File: config.mk
export PLATFORM = sky130hd
export DESIGN_NAME = demux_1_8_scheduler
export DESIGN_NICKNAME = d
export VERILOG_FILES = /design/src/rtl/demux_sched_pkg.sv /design/src/rtl/demux_rr_pick.sv /design/src/rtl/demux_1_8_scheduler.sv
export SDC_FILE = /design/constraint.sdc
export NUM_CORES = 1
export LEC_CHECK = 0
export ABC_AREA = 0
export BUFFER_PORTS_ARGS = -buffer_cell sky130_fd_sc_hd__buf_4
export CELL_PAD_IN_SITES_DETAIL_PLACEMENT = 1
export CELL_PAD_IN_SITES_GLOBAL_PLACEMENT = 2
export CORE_MARGIN = 1
export CORE_UTILIZATION = 36
export CTS_CLUSTER_SIZE = 28
export DETAILED_ROUTE_END_ITERATION = 6
export PLACE_DENSITY = 0.92
export SLEW_MARGIN = 20
export SYNTH_ARGS = -nofsm -noshare
export SYNTH_HDL_FRONTEND = slang
export SYNTH_SLANG_ARGS = --single-unit
File: constraint.sdc
create_clock -name clk -period 10 [get_ports clk]
set_input_delay 2 -clock clk [delete_from_list [all_inputs] [get_ports clk]]
set_output_delay 2 -clock clk [all_outputs]
set_load 0.01 [all_outputs]
File: src/rtl/demux_sched_pkg.sv
// rtl/demux_sched_pkg.sv - shared constants, state type and round-robin helper for the demux scheduler
package demux_sched_pkg;

    localparam int N_OUT = 8;
    localparam int SEL_W = 3;

    typedef enum logic [1:0] {
        IDLE  = 2'd0,
        HOLD  = 2'd1,
        RETRY = 2'd2
    } state_t;

    typedef struct packed {
        logic             found;
        logic [SEL_W-1:0] lane;
    } pick_t;

    // First set bit of mask strictly after ptr, wrapping; ptr itself has lowest priority.
    function automatic pick_t rr_next(input logic [SEL_W-1:0] ptr, input logic [N_OUT-1:0] mask);
        pick_t            res;
        logic [SEL_W-1:0] idx;
        res = '0;
        // Walk from farthest to nearest so the nearest eligible lane is the one left in res.
        for (int i = N_OUT; i >= 1; i--) begin
            idx = ptr + SEL_W'(i);
            if (mask[idx]) begin
                res.found = 1'b1;
                res.lane  = idx;
            end
        end
        return res;
    endfunction

endpackage

File: src/rtl/demux_rr_pick.sv
// rtl/demux_rr_pick.sv - combinational lane picker (rotate priority or fixed lane)
module demux_rr_pick
    import demux_sched_pkg::*;
(
    input  logic [N_OUT-1:0] elig,
    input  logic [SEL_W-1:0] last_grant,
    input  logic             mode,
    input  logic [SEL_W-1:0] sel_cfg,
    output logic             found,
    output logic [SEL_W-1:0] lane
);

    pick_t rr_res;

    assign rr_res = rr_next(last_grant, elig);

    // Fixed mode only ever offers sel_cfg; rotation mode takes the next eligible lane after the last grant.
    always_comb begin
        found = rr_res.found;
        lane  = rr_res.lane;
        if (mode) begin
            found = elig[sel_cfg];
            lane  = sel_cfg;
        end
    end

endmodule

File: src/rtl/demux_1_8_scheduler.sv
// rtl/demux_1_8_scheduler.sv - 1-to-8 demux sequencer with per-lane stall retirement
module demux_1_8_scheduler
    import demux_sched_pkg::*;
#(
    parameter int TIMEOUT = 15
) (
    input  logic             clk,
    input  logic             rst_n,
    input  logic             in_valid,
    input  logic             in_data,
    output logic             in_ready,
    input  logic [N_OUT-1:0] en_mask,
    input  logic             mode,
    input  logic [SEL_W-1:0] sel_cfg,
    input  logic [N_OUT-1:0] out_ready,
    output logic [SEL_W-1:0] s,
    output logic [N_OUT-1:0] y,
    output logic [N_OUT-1:0] y_valid,
    output logic [N_OUT-1:0] stall_mask,
    output logic             timeout_pulse
);

    localparam logic [7:0] TIMEOUT_W = 8'(TIMEOUT);

    state_t            state;
    state_t            state_nxt;
    logic              held;
    logic [7:0]        wait_cnt;
    logic [SEL_W-1:0]  last_grant;
    logic [N_OUT-1:0]  elig;
    logic              found;
    logic [SEL_W-1:0]  lane;
    logic [N_OUT-1:0]  sel_onehot;
    logic              lane_rdy;
    logic              tmo;

    assign elig       = en_mask & ~stall_mask;
    assign sel_onehot = N_OUT'(1) << s;
    assign lane_rdy   = out_ready[s];
    // A handshake in the timeout cycle wins, so the timeout needs the lane to still be stalling.
    assign tmo        = (state == HOLD) && !lane_rdy && (wait_cnt == TIMEOUT_W);

    demux_rr_pick u_pick (
        .elig       (elig),
        .last_grant (last_grant),
        .mode       (mode),
        .sel_cfg    (sel_cfg),
        .found      (found),
        .lane       (lane)
    );

    // State register.
    always_ff @(posedge clk or negedge rst_n) begin
        if (!rst_n) begin
            state <= IDLE;
        end else begin
            state <= state_nxt;
        end
    end

    // Next-state decode.
    always_comb begin
        state_nxt = state;
        case (state)
            IDLE:    if (in_valid && found) state_nxt = HOLD;
            HOLD: begin
                if (lane_rdy) begin
                    state_nxt = IDLE;
                end else if (tmo) begin
                    state_nxt = RETRY;
                end
            end
            RETRY:   if (found) state_nxt = HOLD;
            default: state_nxt = IDLE;
        endcase
    end

    // Outputs: the held bit is only offered on lane s while in HOLD; in_ready is masked during reset.
    always_comb begin
        in_ready = rst_n && (state == IDLE) && found;
        y_valid  = (state == HOLD) ? sel_onehot : '0;
        y        = y_valid & {N_OUT{held}};
    end

    // Datapath: select, held bit, wait counter, rotation pointer and stall bookkeeping.
    always_ff @(posedge clk or negedge rst_n) begin
        if (!rst_n) begin
            s             <= '0;
            held          <= 1'b0;
            wait_cnt      <= '0;
            last_grant    <= '1;
            stall_mask    <= '0;
            timeout_pulse <= 1'b0;
        end else begin
            timeout_pulse <= tmo;
            // Any ready lane recovers; a timeout on the same lane in the same cycle takes precedence.
            stall_mask    <= (stall_mask & ~out_ready) | (tmo ? sel_onehot : '0);
            case (state)
                IDLE: begin
                    if (in_valid && found) begin
                        held     <= in_data;
                        s        <= lane;
                        wait_cnt <= '0;
                    end
                end
                HOLD: begin
                    if (lane_rdy) begin
                        last_grant <= s;
                    end else if (!tmo) begin
                        wait_cnt <= wait_cnt + 8'd1;
                    end
                end
                RETRY: begin
                    if (found) begin
                        s        <= lane;
                        wait_cnt <= '0;
                    end
                end
                default: ;
            endcase
        end
    end

endmodule

==> qor.csv, run 1 <==
stage;metric;value;unit
routing;Vias;2379;
global_routing;vias in the first global route;2452;
global_routing;Most Used Layer, Global Route;met2;
run;Max-Cap Viols;0;
routing;drt pass-1 iters;4;
power_and_ir_drop;Peak VDD IR;131.5;µV
clock_network;Clock H-tree levels;1;
routing;final WL;7.573;mm
yosys;fraction of the mapped netlist area in simple logic gates;23.51;%
global_routing;total track usage;21.84;%
power_and_ir_drop;Pwr Total;0.8523;mW
yosys;Distinct cells, synth;63;
setup_path;Req. time, crit path;8000;ps
floorplanning;core area;6794;µm²
setup_path;nature of the critical path endpoint;primary output;
yosys;cell count after synthesis;281;
floorplanning;Row Count;30;
clock_network;Num CTS Buffers;3;
clock_network;clock sink count;26;
yosys;Post-Synth XOR/XNOR Area;3.812;%
sta;Fin Setup TNS;0;ps
final_layout;Storage cell area;654.4;µm²
worst_hold_path;min-delay worst type;flip-flop to flip-flop;
placement;number of buffers added on ports;52;
global_routing;grt met3 use;3.754;%
yosys;Post-synth EDFFs;0;
power_and_ir_drop;Power Density;282.6;nW/µm²
final_layout;commonest non-fill, non-tap cell in the layout;buf_4;
clock_network;Max clock buf depth;2;
yosys;sequential share of the synthesized area;25.89;%
routing;Via-to-Cell Ratio;5.691;
yosys;Ys Warns;0;
clock_network;Clock Latency Late Sink;270;ps
final_layout;n_diodes;0;
floorplanning;die footprint;7360;µm²
yosys;synthesized net count;308;
sta;relative slew slack;53.19;%
sta;FMAX;164.7;MHz
setup_path;critical path type;primary input to primary output;
placement;post-detail-place hpwl;6.065;mm
clock_network;clock tree root driver cell;clkbuf_8;
sta;RSZ-0062 raised after global routing;false;
global_routing;first-pass GRT wire length;12.56;mm
routing;DR WL/cell;18.12;µm
global_routing;met2 Usage GRT;38.47;%
clock_network;Reg clk slew, reported paths;90;ps
floorplanning;io pins;53;
global_routing;total gr overflow;0;
clock_network;cts hold-fix bufs;0;
routing;DR iter-0 viols;97;
final_layout;Final nets;350;
yosys;syn_area_per_cell;8.994;µm²
sta;Final setup viols;0;
yosys;Async S/R FF share, synth;100.0;%
power_and_ir_drop;leakage power;1.297;nW
sta;Hold Fails Final Rpt;0;
final_layout;share of layout cells above drive strength 1;27.95;%
yosys;adder-cell share of the synthesized area;1.485;%
setup_path;CP Launch Type;primary input;
final_layout;fillers;791;
yosys;post-synthesis compound-gate area fraction;18.47;%
sta;minimum hold slack;519.3;ps
global_routing;initial antenna violation count;0;
sta;min cycle time layout;6073;ps
floorplanning;Die Width;85.79;µm
routing;DRC violations left;0;
yosys;Mapped Area;2527;µm²
clock_network;TritonCTS clock tree;yes;
final_layout;area grow syn2layout;19.31;%
sta;clk_skew;4.092;ps
yosys;mux contribution to synthesized area;21.09;%
setup_path;critical path arrival;4070;ps
yosys;Yosys reg bits;26;
clock_network;postcts setup bufs;0;
clock_network;post-CTS sizing;0;
placement;GP Congestion;0.8401;
global_routing;pin count of the biggest net entering global routing;28;
status;outcome;finished, final reports clean;
final_layout;Final Util;44.38;%
yosys;ys flop type;dfrtp_1;
sta;Final period util;60.73;%
sta;Tightest Pin Transition;702.1;ps
global_routing;M1 GR Usage;27.61;%
final_layout;most frequent cells in the layout;buf_4 (52), nor2_1 (40), dfrtp_1 (23);
setup_path;Max FO, Critical Path;8;
floorplanning;Starting Density;37.20;%
floorplanning;Vert. Die Dim;85.79;µm
sta;fin. max-slew vios;0;
routing;Post-DRT Antenna Nets;0;
yosys;main combinational cell family by area after synthesis;simple AND/OR/NAND/NOR gates;
final_layout;multi-input logic area;1728;µm²
[metal layers]
layer	share of wire (%)	wire, µm
met1	43	3252
met2	50	3807
met3	4.8	367
met4	1.9	145
met5	0	0
[power breakdown]
group / total, mW / internal, mW / switching (mW) / leakage, nW
logic: 0.593 / 0.263 / 0.330 / 0.929
clock network: 0.0690 / 0.0352 / 0.0338 / 0.0288
registers: 0.190 / 0.131 / 0.0594 / 0.339
[metrics by stage]
stage / cells / setup slack (ps) / area [µm²]
2_1_floorplan: 281 / 4394 / 2527
3_3_place_gp: 414 / 3984 / 2960
3_5_place_dp: 414 / 3971 / 2960
4_1_cts: 418 / 3935 / 3015
5_1_grt: 418 / 3845 / 3015
6_report: 418 / 3927 / 3015
[cell families after synthesis]
| family | after synthesis |
|---|---|
| xor+xnor | 11 |
| flops | 26 |
| fa+ha+maj | 3 |
| simple gates | 115 |
| compound gates | 60 |
| mux | 33 |
| buf+inv | 33 |
[Yosys cell counts (3+ instances only)]
master,instances,area [µm²]
and2_1,3,18.77
and3_1,4,25.02
mux2i_1,13,130.1
o22ai_1,9,56.30
nand3_1,5,25.02
a221oi_1,4,35.03
a21oi_1,4,20.02
nand3b_1,4,30.03
mux4_2,15,337.8
clkbuf_1,9,33.78
o211ai_1,3,22.52
xor2_1,8,70.07
a221o_1,3,30.03
a211oi_1,3,22.52
nor3_1,4,20.02
inv_1,16,60.06
nor2_1,40,150.1
nand2b_1,10,62.56
or3_1,3,18.77
dfrtp_1,23,575.6
dfstp_2,3,78.83
o21ai_0,9,45.04
ha_1,3,37.54
xnor2_1,3,26.28
nand2_1,21,78.83
nor2b_1,8,50.05
[worst paths after layout]
check	from	to	slack (ps)	cells after the start
setup / recovery	en_mask[4]	in_ready	3930	8
hold / removal	state[0]	state[1]	520	1
setup reg to reg	last_grant[0]	s[0]	6310	8
hold reg to reg	state[0]	state[1]	520	1
max in group asynchronous	rst_n	last_grant[0]	8070	1
min in group asynchronous	rst_n	held	1620	1
[sequential cells by signal, indices dropped and copies added (netlist names)]
name,flops
stall_mask,8
timeout_pulse,1
held,1
last_grant,3
s,3
state,2
wait_cnt,8
[critical path, stage by stage]
cell,delay (ps)
buf_4,120
or2b_1,290
mux2i_2,180
mux4_2,560
nor4_4,340
a41oi_4,220
and3_1,220
buf_4,140
[final cells by class]
class                      instances  share of cell area, %
clock buffer                       4                  1.826
inverter                          18                  2.241
multi-input combinational        222                  57.30
sequential                        26                  21.70
tap                               96                  3.983
timing repair buffer              52                  12.95
(Power assumes the default switching activity.)
==> run 2, diff against run 1 <==
--- a/config.mk
+++ b/config.mk
@@ -10,10 +10,10 @@
 export CELL_PAD_IN_SITES_DETAIL_PLACEMENT = 1
 export CELL_PAD_IN_SITES_GLOBAL_PLACEMENT = 2
 export CORE_MARGIN = 1
-export CORE_UTILIZATION = 36
+export CORE_UTILIZATION = 33
 export CTS_CLUSTER_SIZE = 28
 export DETAILED_ROUTE_END_ITERATION = 6
-export PLACE_DENSITY = 0.92
+export PLACE_DENSITY = 0.86
 export SLEW_MARGIN = 20
 export SYNTH_ARGS = -nofsm -noshare
 export SYNTH_HDL_FRONTEND = slang
==> constraint.sdc (replaced) <==
create_clock -name clk -period 6.2 [get_ports clk]
set_input_delay 1.24 -clock clk [delete_from_list [all_inputs] [get_ports clk]]
set_output_delay 1.24 -clock clk [all_outputs]
set_load 0.01 [all_outputs]
==> run 2 against run 1 <==
  * Via count down 1.3%
  * Sequential power up 61%
  * First-iteration DRC count down 1.0%
  * Register-to-register slack worse by 3800 ps
  * Global-route usage down 1.1 points
  * Clock power up 100%
  * Sequential share of layout area down 0.14 points
  * Combinational power up 62%
  * Total power up 65%
  * Clock skew down 0.82 ps
  * Non-clock buffer count unchanged
  * Utilization down 3.0 points
==> qor.csv, run 2 (synthesis gave the netlist of run 1 again) <==
stage;metric;value;unit
floorplanning;die footprint;8013;µm²
final_layout;Final Instance Area;3035;µm²
sta;relative slew slack;44.50;%
floorplanning;Starting Density;34.48;%
final_layout;n_diodes;0;
global_routing;first-pass GRT wire length;12.55;mm
sta;Final setup viols;0;
clock_network;postcts setup bufs;0;
placement;GP Congestion;0.8963;
power_and_ir_drop;Peak VDD IR;201.9;µV
placement;Placed Area;2964;µm²
clock_network;cts hold-fix bufs;0;
setup_path;CP Launch Type;flip-flop;
setup_path;r2r worst-path depth;8;
setup_path;largest stage delay on the critical path;840;ps
routing;Vias;2348;
placement;Placed Instances;417;
floorplanning;Row Count;31;
final_layout;area grow syn2layout;20.10;%
setup_path;worst path bufs/invs;3;
clock_network;Num CTS Buffers;3;
sta;Final period util;78.51;%
setup_path;slowest CP cell;dfstp_2;
floorplanning;Die Width;89.52;µm
clock_network;TritonCTS clock tree;yes;
setup_path;nature of the critical path endpoint;primary output;
worst_hold_path;min-delay worst type;flip-flop to flip-flop;
global_routing;total track usage;20.70;%
clock_network;Reg clk slew, reported paths;90;ps
final_layout;commonest non-fill, non-tap cell in the layout;buf_4;
floorplanning;core area;7331;µm²
final_layout;share of layout cells above drive strength 1;27.95;%
sta;Fin Setup TNS;0;ps
clock_network;clock tree root driver cell;clkbuf_8;
setup_path;R2R Path Start;last_grant[0];
routing;Via-to-Cell Ratio;5.577;
worst_hold_path;Hold Crit Start;wait_cnt[0];
placement;Setup WS pre-CTS;1653;ps
final_layout;Finished Layout Cells;421;
floorplanning;io pins;53;
setup_path;cell family with the largest share of critical-path delay;flip-flops;
setup_path;critical path type;flip-flop to primary output;
setup_path;reg2reg end;s[0];
sta;Hold Fails Final Rpt;0;
placement;post-detail-place hpwl;6.100;mm
clock_network;post-CTS sizing;0;
global_routing;initial antenna violation count;0;
sta;Tightest Pin Transition;832.5;ps
run;Max-Cap Viols;0;
sta;min cycle time layout;4867;ps
routing;Post-DRT Antenna Nets;0;
setup_path;Max FO, Critical Path;19;
power_and_ir_drop;Power Density;462.6;nW/µm²
placement;number of buffers added on ports;52;
setup_path;R2R Setup Slk;2530;ps
global_routing;pin count of the biggest net entering global routing;28;
setup_path;Req. time, crit path;4960;ps
routing;DR WL/cell;18.06;µm
worst_hold_path;sink of the worst hold path;wait_cnt[0];
clock_network;Clock H-tree levels;1;
global_routing;vias in the first global route;2444;
status;outcome;finished, final reports clean;
final_layout;Final nets;350;
global_routing;total gr overflow;0;
clock_network;clock sink count;26;
floorplanning;Vert. Die Dim;89.52;µm
routing;DRC violations left;0;
setup_path;crit-path cells;inv_2, ha_1, inv_1, mux4_2, nor4_4, a41oi_4, and3_1, buf_4;
sta;RSZ-0062 raised after global routing;false;
sta;clk_skew;3.273;ps
setup_path;critical path arrival;3630;ps
final_layout;multi-input logic area;1728;µm²
power_and_ir_drop;leakage power;1.304;nW
routing;DR iter-0 viols;96;
clock_network;Max clock buf depth;2;
sta;fin. max-slew vios;0;
sta;Worst Setup Slack, final;1333;ps
sta;FMAX;205.4;MHz
routing;final WL;7.602;mm
worst_hold_path;Worst Hold Depth;1;
final_layout;Storage cell area;654.4;µm²
clock_network;Clock Latency Late Sink;270;ps
final_layout;fillers;856;
routing;drt pass-1 iters;4;
final_layout;biggest registers after layout;stall_mask: 8 flops, wait_cnt: 8 flops;
final_layout;most frequent cells in the layout;buf_4 (52), nor2_1 (40), dfrtp_1 (23);
[run 2: changes by cell type in the layout (fill, tap and decap cells not counted)]
cell | before | now
clkbuf_8 | 4 | 3
bufinv_16 | 0 | 1
[run 2: worst max-delay path by stage]
stage	slack, ps	depth (start not counted)	to	start
5_1_grt	1130	8	in_ready	last_grant[0]
4_1_cts	1340	8	in_ready	last_grant[0]
3_3_place_gp	1700	8	in_ready	en_mask[4]
3_5_place_dp	1650	8	in_ready	last_grant[0]
6_report	1330	8	in_ready	last_grant[0]
2_1_floorplan	2110	6	in_ready	en_mask[4]
[run 2: stage by stage]
stage	power (mW)	utilization (%)	hold WS [ps]
final	1.404	41.41	513.3
after global routing	1.516	41.41	544.1
after CTS	1.409	41.41	511.0
after detailed placement	1.261	40.43	495.8
after global placement	1.247	40.43	488.9
after floorplan	1.027	-	469.2
[run 2: final cells by class]
| type | instances | area share [%] |
|---|---|---|
| Sequential cell | 26 | 21.56 |
| Multi-Input combinational cell | 222 | 56.93 |
| Inverter | 18 | 2.226 |
| Clock buffer | 3 | 1.360 |
| Tap cell | 99 | 4.081 |
| Clock inverter | 1 | 0.9893 |
| Timing Repair Buffer | 52 | 12.86 |
[run 2: power breakdown]
part	switching (mW)	total [mW]	internal, mW
registers	0.0947	0.306	0.211
clock network	0.0539	0.140	0.0864
logic	0.534	0.958	0.425
total	0.682	1.40	0.722
[run 2: metal layers]
layer / wire (µm) / up-vias / GRT usage (%)
li1: - / 1127 / -
met1: 3415 / 1148 / 27.05
met2: 3720 / 63 / 36.09
met3: 356 / 10 / 2.493
met4: 109 / 0 / 5.772
met5: 0 / - / 0
==> run 3, diff against run 2 <==
--- a/config.mk
+++ b/config.mk
@@ -10,10 +10,10 @@
 export CELL_PAD_IN_SITES_DETAIL_PLACEMENT = 1
 export CELL_PAD_IN_SITES_GLOBAL_PLACEMENT = 2
 export CORE_MARGIN = 1
-export CORE_UTILIZATION = 33
+export CORE_UTILIZATION = 30
 export CTS_CLUSTER_SIZE = 28
 export DETAILED_ROUTE_END_ITERATION = 6
-export PLACE_DENSITY = 0.86
+export PLACE_DENSITY = 0.83
 export SLEW_MARGIN = 20
 export SYNTH_ARGS = -nofsm -noshare
 export SYNTH_HDL_FRONTEND = slang
==> constraint.sdc (replaced) <==
create_clock -name clk -period 4.3 [get_ports clk]
set_input_delay 0.86 -clock clk [delete_from_list [all_inputs] [get_ports clk]]
set_output_delay 0.86 -clock clk [all_outputs]
set_load 0.01 [all_outputs]
==> run 3 against run 2 <==
  * Die area is 9.8% higher
  * Sequential power is 35% higher
  * Final area is 1.3% higher
  * Clock skew is 2.4 ps higher
  * Worst hold slack worse by 32 ps
  * First-iteration DRC count is 32% lower
  * Global-route usage is 2.0 points lower
  * Combinational power is 51% higher
  * Register-to-register slack worse by 1600 ps
  * Critical endpoint unchanged
  * Largest cell class unchanged
==> qor.csv, run 3 (synthesis gave the netlist of run 1 again) <==
stage;metric;value;unit
status;outcome;finished, final reports clean;
setup_path;critical path type;flip-flop to primary output;
final_layout;commonest non-fill, non-tap cell in the layout;buf_4;
sta;clk_skew;5.641;ps
global_routing;Most Used Layer, Global Route;met2;
routing;DRC violations left;0;
floorplanning;Row Count;33;
power_and_ir_drop;Power Density;670.0;nW/µm²
sta;Hold Fails Final Rpt;0;
clock_network;Clock H-tree levels;1;
clock_network;clock tree root driver cell;clkbuf_8;
sta;Tightest Pin Transition;611.3;ps
sta;Final period util;94.07;%
floorplanning;die footprint;8796;µm²
final_layout;share of layout cells above drive strength 1;29.14;%
clock_network;Max clock buf depth;2;
floorplanning;Die Width;93.79;µm
sta;Fin Setup TNS;0;ps
clock_network;TritonCTS clock tree;yes;
global_routing;grt met3 use;1.214;%
floorplanning;Vert. Die Dim;93.79;µm
clock_network;cts hold-fix bufs;0;
global_routing;M1 GR Usage;25.62;%
setup_path;slowest CP cell;dfstp_2;
setup_path;Req. time, crit path;3440;ps
sta;min cycle time layout;4045;ps
global_routing;total track usage;18.68;%
setup_path;crit-path cells;inv_2, ha_2, inv_1, mux4_2, nor4_4, a41oi_4, and3_1, buf_4;
routing;Via-to-Cell Ratio;5.466;
global_routing;met2 Usage GRT;31.33;%
final_layout;Storage cell area;654.4;µm²
clock_network;postcts setup bufs;0;
global_routing;total gr overflow;0;
final_layout;Final nets;354;
sta;Final setup viols;0;
final_layout;area grow syn2layout;21.68;%
routing;Vias;2356;
global_routing;pin count of the biggest net entering global routing;28;
routing;Post-DRT Antenna Nets;0;
setup_path;crit path to;in_ready;
setup_path;r2r worst-path depth;9;
final_layout;n_diodes;0;
setup_path;largest stage delay on the critical path;690;ps
global_routing;first-pass GRT wire length;12.75;mm
final_layout;Final Util;37.62;%
placement;number of buffers added on ports;52;
floorplanning;io pins;53;
setup_path;Max FO, Critical Path;17;
routing;DR iter-0 viols;65;
setup_path;R2R Setup Slk;920;ps
routing;DR WL/cell;18.19;µm
placement;GP Congestion;0.8542;
clock_network;Clock Latency Late Sink;270;ps
sta;relative slew slack;58.93;%
run;Max-Cap Viols;0;
routing;final WL;7.840;mm
clock_network;Num CTS Buffers;3;
final_layout;fillers;987;
setup_path;R2R Path Start;last_grant[1];
power_and_ir_drop;leakage power;1.322;nW
power_and_ir_drop;Peak VDD IR;245.0;µV
final_layout;multi-input logic area;1730;µm²
worst_hold_path;min-delay worst type;primary input to asynchronous set/reset pin;
placement;post-detail-place hpwl;6.286;mm
sta;fin. max-slew vios;0;
setup_path;critical path arrival;3180;ps
setup_path;Crit. Startpoint;last_grant[1];
floorplanning;Starting Density;30.92;%
sta;FMAX;247.2;MHz
routing;drt pass-1 iters;4;
final_layout;most frequent cells in the layout;buf_4 (56), nor2_1 (40), dfrtp_1 (23);
floorplanning;core area;8175;µm²
final_layout;biggest registers after layout;stall_mask: 8 flops, wait_cnt: 8 flops;
setup_path;reg2reg end;s[0];
global_routing;initial antenna violation count;0;
clock_network;clock sink count;26;
global_routing;vias in the first global route;2374;
setup_path;CP Launch Type;flip-flop;
clock_network;Reg clk slew, reported paths;90;ps
sta;RSZ-0062 raised after global routing;false;
setup_path;nature of the critical path endpoint;primary output;
## run 3: cell count changes in the layout (fill, tap and decap cells not counted), sizes merged
cell  before  now
buf       52   56
## run 3: worst max-delay path, delay by kind of cell (launching register included)
kind,cells,cell delay (ps)
AOI/OAI and AO/OA,1,170
adders and majority gates,1,520
buffers and inverters,3,500
DFF,1,690
muxes,1,510
and+or+nand+nor,2,540
## run 3: worst min-delay path by stage
stage | from | end | slack, ps | depth (start not counted)
4_1_cts | rst_n | wait_cnt[3] | 490 | 1
3_3_place_gp | state[0] | state[1] | 490 | 1
6_report | rst_n | wait_cnt[3] | 480 | 1
3_5_place_dp | wait_cnt[0] | wait_cnt[0] | 500 | 1
5_1_grt | rst_n | wait_cnt[2] | 500 | 1
2_1_floorplan | state[0] | state[1] | 470 | 1
## run 3: per-layer routing
layer  vias to the layer above  share of wire (%)
met2                        56                 49
met4                         0                2.3
met1                      1153                 46
met3                        13                3.1
li1                       1134                  -
met5                         -                  0
## run 3: stage by stage
stage	hold slack (ps)	instances	instance area [µm²]	worst slack, ps	total power [mW]
2_1_floorplan	469.2	281	2527	670.5	1.480
4_1_cts	490.1	431	3073	117.9	2.064
5_1_grt	502.3	431	3075	49.04	2.210
3_3_place_gp	485.8	427	3002	486.0	1.836
6_report	481.7	431	3075	255.1	2.060
3_5_place_dp	504.5	427	3002	432.4	1.850
## run 3: report_power, final
part / leakage [nW] / internal (mW) / switching [mW] / total, mW
logic: 0.947 / 0.636 / 0.810 / 1.45
clock network: 0.0357 / 0.125 / 0.0782 / 0.203
registers: 0.339 / 0.303 / 0.108 / 0.412
## run 3: timing repair
action                     in CTS  in global routing
gates resized for setup         0                  1
hold endpoints to repair        0                  0
setup endpoints to repair       0                  1
## run 3: layout make-up
| class | count | share of cell area (%) |
|---|---|---|
| Clock buffer | 3 | 1.343 |
| Timing Repair Buffer | 56 | 13.67 |
| Multi-Input combinational cell | 222 | 56.27 |
| Tap cell | 105 | 4.272 |
| Clock inverter | 1 | 0.9764 |
| Inverter | 18 | 2.197 |
| Sequential cell | 26 | 21.28 |
